## config.mk

```make
export PLATFORM = sky130hd
export DESIGN_NAME = llc_tag_lookup
export DESIGN_NICKNAME = d
export VERILOG_FILES = /design/src/rtl/llc_tag_lookup_pkg.sv /design/src/rtl/llc_tag_lookup_plru_tree.sv /design/src/rtl/llc_tag_lookup.sv
export SDC_FILE = /design/constraint.sdc
export NUM_CORES = 2
export LEC_CHECK = 0
export ABC_AREA = 0
export CAP_MARGIN = 20
export CORE_MARGIN = 3
export CORE_UTILIZATION = 57
export DETAILED_ROUTE_END_ITERATION = 12
export HOLD_SLACK_MARGIN = 0.05
export PLACE_DENSITY = 0.76
export SYNTH_ARGS = -nofsm -noshare
export SYNTH_HDL_FRONTEND = slang
export SYNTH_HIERARCHICAL = 1
export SYNTH_SLANG_ARGS = --single-unit
export TNS_END_PERCENT = 1
```

## constraint.sdc

```tcl
create_clock -name clk -period 10.6 [get_ports clk]
set_clock_uncertainty 0.05 [all_clocks]
set_input_delay 1.59 -clock clk [delete_from_list [all_inputs] [get_ports clk]]
set_output_delay 1.59 -clock clk [all_outputs]
set_load 0.01 [all_outputs]
```

## src/rtl/llc_tag_lookup_pkg.sv

```systemverilog
// Shared types and default geometry for the LLC tag/state store.
package llc_tag_lookup_pkg;

  localparam int unsigned ADDR_SIZE_DEF  = 32;
  localparam int unsigned LINE_BYTES_DEF = 64;
  localparam int unsigned N_SETS_DEF     = 16;
  localparam int unsigned N_WAY_DEF      = 8;

  typedef enum logic [1:0] {
    MESI_I = 2'd0,
    MESI_S = 2'd1,
    MESI_E = 2'd2,
    MESI_M = 2'd3
  } mesi_e;

  // Encoding 3 is reserved and behaves as a read.
  typedef enum logic [1:0] {
    OP_READ      = 2'd0,
    OP_WRITE     = 2'd1,
    OP_SNOOP_INV = 2'd2,
    OP_RSVD      = 2'd3
  } op_e;

  typedef enum logic [1:0] {
    ST_CLEAR  = 2'd0,
    ST_IDLE   = 2'd1,
    ST_LOOKUP = 2'd2,
    ST_UPDATE = 2'd3
  } state_e;

endpackage

```

## src/rtl/llc_tag_lookup_plru_tree.sv

```systemverilog
// Tree pseudo-LRU: victim walk and touch update over heap-ordered node bits.
// Node n has children 2n+1 (bit 0) and 2n+2 (bit 1); a bit points at the victim side.
module llc_tag_lookup_plru_tree
  import llc_tag_lookup_pkg::*;
#(
  parameter int unsigned N_WAY = N_WAY_DEF,
  localparam int unsigned WAY_W = $clog2(N_WAY)
) (
  input  logic [N_WAY-2:0] plru,
  input  logic [WAY_W-1:0] acc_way,
  output logic [WAY_W-1:0] victim_c,
  output logic [N_WAY-2:0] plru_next_c
);

  logic [WAY_W-1:0] vnode;
  logic [WAY_W-1:0] tnode;
  logic             dir;

  // Follow the node bits from the root down to a leaf.
  always_comb begin
    victim_c = '0;
    vnode    = '0;
    for (int l = 0; l < WAY_W; l++) begin
      victim_c[WAY_W-1-l] = plru[vnode];
      vnode = WAY_W'(2 * int'(vnode) + 1 + int'(plru[vnode]));
    end
  end

  // Point every node on the accessed way's path away from it.
  always_comb begin
    plru_next_c = plru;
    tnode       = '0;
    dir         = 1'b0;
    for (int l = 0; l < WAY_W; l++) begin
      dir = acc_way[WAY_W-1-l];
      plru_next_c[tnode] = ~dir;
      tnode = WAY_W'(2 * int'(tnode) + 1 + int'(dir));
    end
  end

endmodule

```

## src/rtl/llc_tag_lookup.sv

```systemverilog
// Set-associative LLC tag/state store: MESI updates, tree-PLRU replacement,
// one request per three cycles with a single-cycle response strobe.
module llc_tag_lookup
  import llc_tag_lookup_pkg::*;
#(
  parameter int unsigned ADDR_SIZE  = ADDR_SIZE_DEF,
  parameter int unsigned LINE_BYTES = LINE_BYTES_DEF,
  parameter int unsigned N_SETS     = N_SETS_DEF,
  parameter int unsigned N_WAY      = N_WAY_DEF
) (
  input  logic                       clk,
  input  logic                       rst,
  input  logic                       req_valid,
  output logic                       req_ready,
  input  logic [ADDR_SIZE-1:0]       req_addr,
  input  logic [1:0]                 req_op,
  output logic                       rsp_valid,
  output logic                       rsp_hit,
  output logic [$clog2(N_WAY)-1:0]   rsp_way,
  output logic [1:0]                 rsp_mesi_prev,
  output logic                       rsp_evict_valid,
  output logic [ADDR_SIZE-1:0]       rsp_evict_addr,
  output logic                       rsp_evict_dirty,
  output logic [31:0]                hit_count,
  output logic [31:0]                miss_count
);

  localparam int unsigned OFFSET_W = $clog2(LINE_BYTES);
  localparam int unsigned INDEX_W  = $clog2(N_SETS);
  localparam int unsigned TAG_W    = ADDR_SIZE - OFFSET_W - INDEX_W;
  localparam int unsigned WAY_W    = $clog2(N_WAY);

  typedef struct packed {
    logic             valid;
    mesi_e            mesi;
    logic [TAG_W-1:0] tag;
  } line_t;

  state_e               state_q;
  logic [INDEX_W-1:0]   clr_idx_q;
  logic [INDEX_W-1:0]   idx_q;
  logic [TAG_W-1:0]     tag_q;
  op_e                  op_q;

  line_t [N_WAY-1:0]    ways_q [N_SETS];
  logic  [N_WAY-2:0]    plru_q [N_SETS];

  line_t [N_WAY-1:0]    set_q;
  logic  [N_WAY-2:0]    plru_set_q;
  logic  [N_WAY-1:0]    hit_vec_q;

  line_t [N_WAY-1:0]    cur_set;
  logic  [N_WAY-1:0]    hit_vec;
  logic                 hit;
  logic                 has_inv;
  logic                 is_snoop;
  logic                 is_write;
  logic                 evict_valid;
  logic                 evict_dirty;
  logic                 wr_en;
  logic [WAY_W-1:0]     hit_way;
  logic [WAY_W-1:0]     inv_way;
  logic [WAY_W-1:0]     plru_victim;
  logic [WAY_W-1:0]     fill_way;
  logic [WAY_W-1:0]     acc_way;
  logic [WAY_W-1:0]     out_way;
  logic [N_WAY-2:0]     plru_next;
  logic [N_WAY-2:0]     plru_wr;
  mesi_e                prev_mesi;
  line_t                victim_line;
  line_t                new_line;
  logic                 unused_offset;

  assign unused_offset = ^req_addr[OFFSET_W-1:0];

  // Tag compare against the indexed set during LOOKUP.
  always_comb begin
    cur_set = ways_q[idx_q];
    for (int w = 0; w < N_WAY; w++) begin
      hit_vec[w] = cur_set[w].valid && (cur_set[w].tag == tag_q);
    end
  end

  // Hit way and lowest-numbered invalid way from the registered set.
  always_comb begin
    hit      = |hit_vec_q;
    is_snoop = (op_q == OP_SNOOP_INV);
    is_write = (op_q == OP_WRITE);
    hit_way  = '0;
    inv_way  = '0;
    has_inv  = 1'b0;
    for (int w = N_WAY - 1; w >= 0; w--) begin
      if (hit_vec_q[w]) begin
        hit_way = WAY_W'(w);
      end
      if (!set_q[w].valid) begin
        inv_way = WAY_W'(w);
        has_inv = 1'b1;
      end
    end
  end

  llc_tag_lookup_plru_tree #(
    .N_WAY (N_WAY)
  ) u_plru (
    .plru        (plru_set_q),
    .acc_way     (acc_way),
    .victim_c    (plru_victim),
    .plru_next_c (plru_next)
  );

  assign fill_way = has_inv ? inv_way : plru_victim;
  assign acc_way  = hit ? hit_way : fill_way;
  assign plru_wr  = is_snoop ? plru_set_q : plru_next;

  // New line contents, victim details and response fields for UPDATE.
  always_comb begin
    out_way     = (hit || !is_snoop) ? acc_way : '0;
    prev_mesi   = hit ? set_q[hit_way].mesi : MESI_I;
    victim_line = set_q[fill_way];
    evict_valid = !hit && !is_snoop && !has_inv;
    evict_dirty = evict_valid && (victim_line.mesi == MESI_M);
    wr_en       = hit || !is_snoop;
    new_line    = set_q[acc_way];
    if (is_snoop) begin
      new_line.valid = 1'b0;
      new_line.mesi  = MESI_I;
    end else if (hit) begin
      if (is_write) begin
        new_line.mesi = MESI_M;
      end
    end else begin
      new_line.valid = 1'b1;
      new_line.mesi  = is_write ? MESI_M : MESI_E;
      new_line.tag   = tag_q;
    end
  end

  // Control FSM, arrays, response registers and counters.
  always_ff @(posedge clk) begin
    if (rst) begin
      state_q         <= ST_CLEAR;
      clr_idx_q       <= '0;
      idx_q           <= '0;
      tag_q           <= '0;
      op_q            <= OP_READ;
      set_q           <= '0;
      plru_set_q      <= '0;
      hit_vec_q       <= '0;
      req_ready       <= 1'b0;
      rsp_valid       <= 1'b0;
      rsp_hit         <= 1'b0;
      rsp_way         <= '0;
      rsp_mesi_prev   <= 2'b00;
      rsp_evict_valid <= 1'b0;
      rsp_evict_addr  <= '0;
      rsp_evict_dirty <= 1'b0;
      hit_count       <= 32'd0;
      miss_count      <= 32'd0;
    end else begin
      rsp_valid <= 1'b0;
      case (state_q)
        ST_CLEAR: begin
          ways_q[clr_idx_q] <= '0;
          plru_q[clr_idx_q] <= '0;
          clr_idx_q         <= clr_idx_q + INDEX_W'(1);
          if (clr_idx_q == INDEX_W'(N_SETS - 1)) begin
            state_q   <= ST_IDLE;
            req_ready <= 1'b1;
          end
        end
        ST_IDLE: begin
          if (req_valid) begin
            tag_q     <= req_addr[ADDR_SIZE-1 -: TAG_W];
            idx_q     <= req_addr[OFFSET_W +: INDEX_W];
            op_q      <= op_e'(req_op);
            req_ready <= 1'b0;
            state_q   <= ST_LOOKUP;
          end
        end
        ST_LOOKUP: begin
          set_q      <= cur_set;
          plru_set_q <= plru_q[idx_q];
          hit_vec_q  <= hit_vec;
          state_q    <= ST_UPDATE;
        end
        ST_UPDATE: begin
          if (wr_en) begin
            ways_q[idx_q][acc_way] <= new_line;
          end
          plru_q[idx_q]   <= plru_wr;
          rsp_valid       <= 1'b1;
          rsp_hit         <= hit;
          rsp_way         <= out_way;
          rsp_mesi_prev   <= prev_mesi;
          rsp_evict_valid <= evict_valid;
          rsp_evict_addr  <= {victim_line.tag, idx_q, OFFSET_W'(0)};
          rsp_evict_dirty <= evict_dirty;
          if (!is_snoop) begin
            if (hit) begin
              if (hit_count != 32'hFFFF_FFFF) begin
                hit_count <= hit_count + 32'd1;
              end
            end else if (miss_count != 32'hFFFF_FFFF) begin
              miss_count <= miss_count + 32'd1;
            end
          end
          req_ready <= 1'b1;
          state_q   <= ST_IDLE;
        end
      endcase
    end
  end

endmodule

```

==> impl_metrics.toml <==
[worst_setup_path]
cp_slowest_stage_delay_ps = 1000
crit_chain = "mux2i_1 > ha_1 > mux2i_1 > mux2_1 > o32ai_1 > nand3_1 > o21ai_0 > o31a_2 > buf_4 > a21boi_4 > buf_4 > mux2i_1 > a221oi_1 > a211oi_4 > buf_12"
path_depth = 15
critPathMostFrequentCell = "mux2i_1"
path_buf_inv = 3
required_ps = 11180
regToRegSetupSlack_ps = 4020
cp_top_family = "compound AO/OA/AOI/OAI gates"
critical_path_class = "reg2reg"
startpoint_type = "register"
worstSetupEndpointType = "register"
r2r_end = "ways_q[0][18]"
crit_arrival_ps = 7160
worst_path_max_delay_cell = "a211oi_4"
worst-r2r-cell-count = 15
path_max_fanout = 112
r2r-start = "plru_set_q[0]"

[placed_design]
dpl.hpwl_um = 251000
gp_congestion = 1.02
port_buffers = 130
placed_area_um2 = 154000
post-place-cells = 11700

[detailed_routing]
wl_met1_um = 159000
num_vias = 84100
routed_via_density = 6.80
wl_met2_um = 202000
drc = 0
totalWireLength_um = 439000
drt_pass1_iterations = 9
wl_met3_um = 54400
top_layer = "met4"
drtIter0Drc = 12100
wire_per_inst_um = 35.5
ant_nets = 0

[timing]
max_slew_margin = 0.145
setup_viol = 0
tightestPinTransition_ps = 1270
rsz0062_at_grt = "false"
max_freq_mhz = 152
hold_viol = 0
setup-tns-final_ps = 0
drv_slew = 0
finalCriticalPeriod_ps = 6580
min_period_over_period = 0.621

[yosys]
synth_top_family_by_area = "multiplexers"
yosysSeqAreaShare = 0.723
synth_top_cell_by_area = "edfxtp_1"
yosysWarningCount = 6
avgSynthCellArea_um2 = 17.7
synth_mux_area_frac = 0.156
async_flop_share = 0
synth_cells = 8349
synth_edf_count = 3312
synth-xor-area-share = 0.0133
yosys-top-cells-area = "edfxtp_1, mux4_2, dfxtp_1"
yosysUniqueCellTypes = 79
yosys.area_share.simple = 0.0534
synth-seq-cells = 3665
ys.flop_type = "edfxtp_1"
synth_fa_ha_area_frac = 0.00117
synth_compound_area_frac = 0.0331
synthesis.area_um2 = 147000
synth_top_area_share = 0.675

[finish]
fin_cells = 12400
drive_gt1_frac = 0.215
nets = 8732
fillers = 16700
design_area_um2 = 166000
area_growth_pct = 12.5

[global_routing]
antenna_found_initial = 20
grt_max_degree = 124
grt_pass1_vias = 82700
gr-total-overflow = 0
grt.total_usage = 0.330
grt_pass1_wl_um = 617000

[worst_hold_path]
hold_path.class = "reg2reg"
hold_end = "req_ready"
hold_depth = 2
hp-start = "req_ready"

[outcome]
outcome = "complete, no violations"

[floorplanning]
dieHeight_um = 514
dieWidth_um = 514
io_pins = 143
core_um2 = 257000
start_util = 0.574
num_rows = 186
die_area_um2 = 265000

[power]
vdd_drop_max_mv = 0.188
leakagePower_nw = 56.4
p_per_area_nw_per_um2 = 208

[clock_network]
htreeDepth = 5
cts.sinks = 3665
postCtsHoldBufs = 0
path_clk_slew_ps = 60
cts_setup_buffers = 0
cts_tree = "done"
clock-root-buffer = "clkbuf_16"
clk_path_buf_depth = 4
numCtsBuffers = 368
ctsResizeCount = 0
clk_latency_ps = 1020

[flow_run]
drv_cap = 0
-- registers in the layout (all words and copies together) (netlist names), 3 cells and up, named ones only --
signal / count
ways_q: 3200
set_q: 200
plru_q: 112
hit_count: 32
miss_count: 32
rsp_evict_addr: 26
tag_q: 22
hit_vec_q: 8
plru_set_q: 7
clr_idx_q: 4
idx_q: 4
rsp_way: 3
-- worst min-delay path: cells and delay by family (launching register included) --
family / cells / cell delay (ps)
AOI/OAI and AO/OA: 2 / 120
DFF: 1 / 320
-- stage by stage --
step	setup slack, ps	power (mW)	utilization	hold WS (ps)
after floorplan	1020	19.7	-	404
after global placement	4340	21.6	0.598	404
after detailed placement	4200	21.7	0.598	422
after CTS	4070	34.4	0.644	432
after global routing	3930	35.3	0.645	463
final	4020	34.4	0.645	435
-- synth_stat cells (all sizes together) (4+ instances only) --
cell     number
edfxtp     3312
mux4        858
nor2        766
nand2       678
mux2i       362
dfxtp       353
buf         307
a21oi       249
clkbuf      213
xnor2       164
nand3       155
o21ai       143
a211oi       99
inv          61
xor2         59
a22oi        52
and3         51
nor3         45
a221oi       40
a31oi        40
nand4        37
a311oi       30
nor4         27
nor2b        25
o211ai       22
nand2b       18
o22ai        16
and2         14
and4         14
ha           13
or3          12
o31ai         9
mux2          8
a22o          7
a31o          7
clkinv        7
nand3b        7
o2111ai       7
or4           6
o21bai        5
a21boi        4
a32oi         4
o221ai        4
o32ai         4
-- area by class of cell --
type                    instances  area, um2  area share
clock buffers                 437       9590      0.0579
well taps                    3384       4230      0.0255
repair buffers                478       4320      0.0260
inverters                      68        275     0.00166
clock inverters               213       2090      0.0126
flip-flops and latches       3665     107000       0.643
multi-input cells            4101      38700       0.234
diodes                         13       32.5    0.000196
-- layer usage --
metal  GRT usage  vias to the layer above
met3       0.102                     1069
met2       0.499                     5882
li1            -                    33600
met1       0.444                    43500
met5           0                        -
met4       0.156                        0
-- power by group --
part	internal (mW)	total [mW]	leakage (nW)	switching [mW]
combinational	1.67	5.03	13.5	3.36
sequential	16.3	16.6	37.2	0.251
clock	7.39	12.8	5.72	5.42
-- cells by family (layout without fill, tap and decap cells) --
family | count (synthesis) | in the layout
AO/OA/AOI/OAI | 766 | 766
XOR/XNOR | 223 | 223
adder cells (fa/ha/maj) | 14 | 14
buffers and inverters | 588 | 1196
flip-flops | 3665 | 3665
multiplexers | 1228 | 1228
other | 1 | 19
AND/OR/NAND/NOR | 1864 | 1864
-- layout by cell type (no fill, tap or decap), types with 13 or more instances in the layout --
cell type | netlist | layout
a22oi_1 | 52 | 51
nand4_1 | 37 | 37
o211ai_1 | 22 | 22
nand2_1 | 678 | 678
inv_1 | 59 | 58
o21ai_0 | 130 | 130
bufinv_16 | 0 | 39
and4_1 | 14 | 14
a221oi_1 | 40 | 40
clkbuf_1 | 213 | 62
buf_4 | 62 | 315
and2_1 | 13 | 13
xor2_1 | 59 | 59
o21ai_1 | 13 | 13
nor2b_1 | 25 | 23
mux4_2 | 851 | 851
o22ai_1 | 16 | 16
clkinv_2 | 0 | 74
nand3_1 | 155 | 154
a21oi_1 | 249 | 240
a211oi_1 | 98 | 76
edfxtp_1 | 3312 | 3312
clkbuf_16 | 0 | 373
buf_12 | 2 | 13
nor4_1 | 27 | 26
diode_2 | 0 | 13
a211oi_4 | 0 | 22
nor2_2 | 1 | 127
dfxtp_1 | 353 | 347
and3_1 | 51 | 51
a31oi_1 | 40 | 40
a311oi_1 | 30 | 30
clkdlybuf4s50_1 | 0 | 129
nor2_1 | 765 | 634
xnor2_1 | 164 | 164
clkinv_1 | 7 | 75
nor3_1 | 45 | 44
mux2i_1 | 362 | 362
nand2b_1 | 18 | 17
-- worst max-delay path by stage --
stage / startpoint / to / slack, ps
3_3_place_gp: plru_set_q[0] / ways_q[14][190] / 4340
4_1_cts: plru_set_q[0] / ways_q[5][190] / 4070
5_1_grt: plru_set_q[0] / ways_q[8][193] / 3930
3_5_place_dp: plru_set_q[0] / ways_q[4][190] / 4200
6_report: plru_set_q[0] / ways_q[0][18] / 4020
2_1_floorplan: plru_set_q[0] / ways_q[0][102] / 1020
Power figures use the tool's default switching activity.
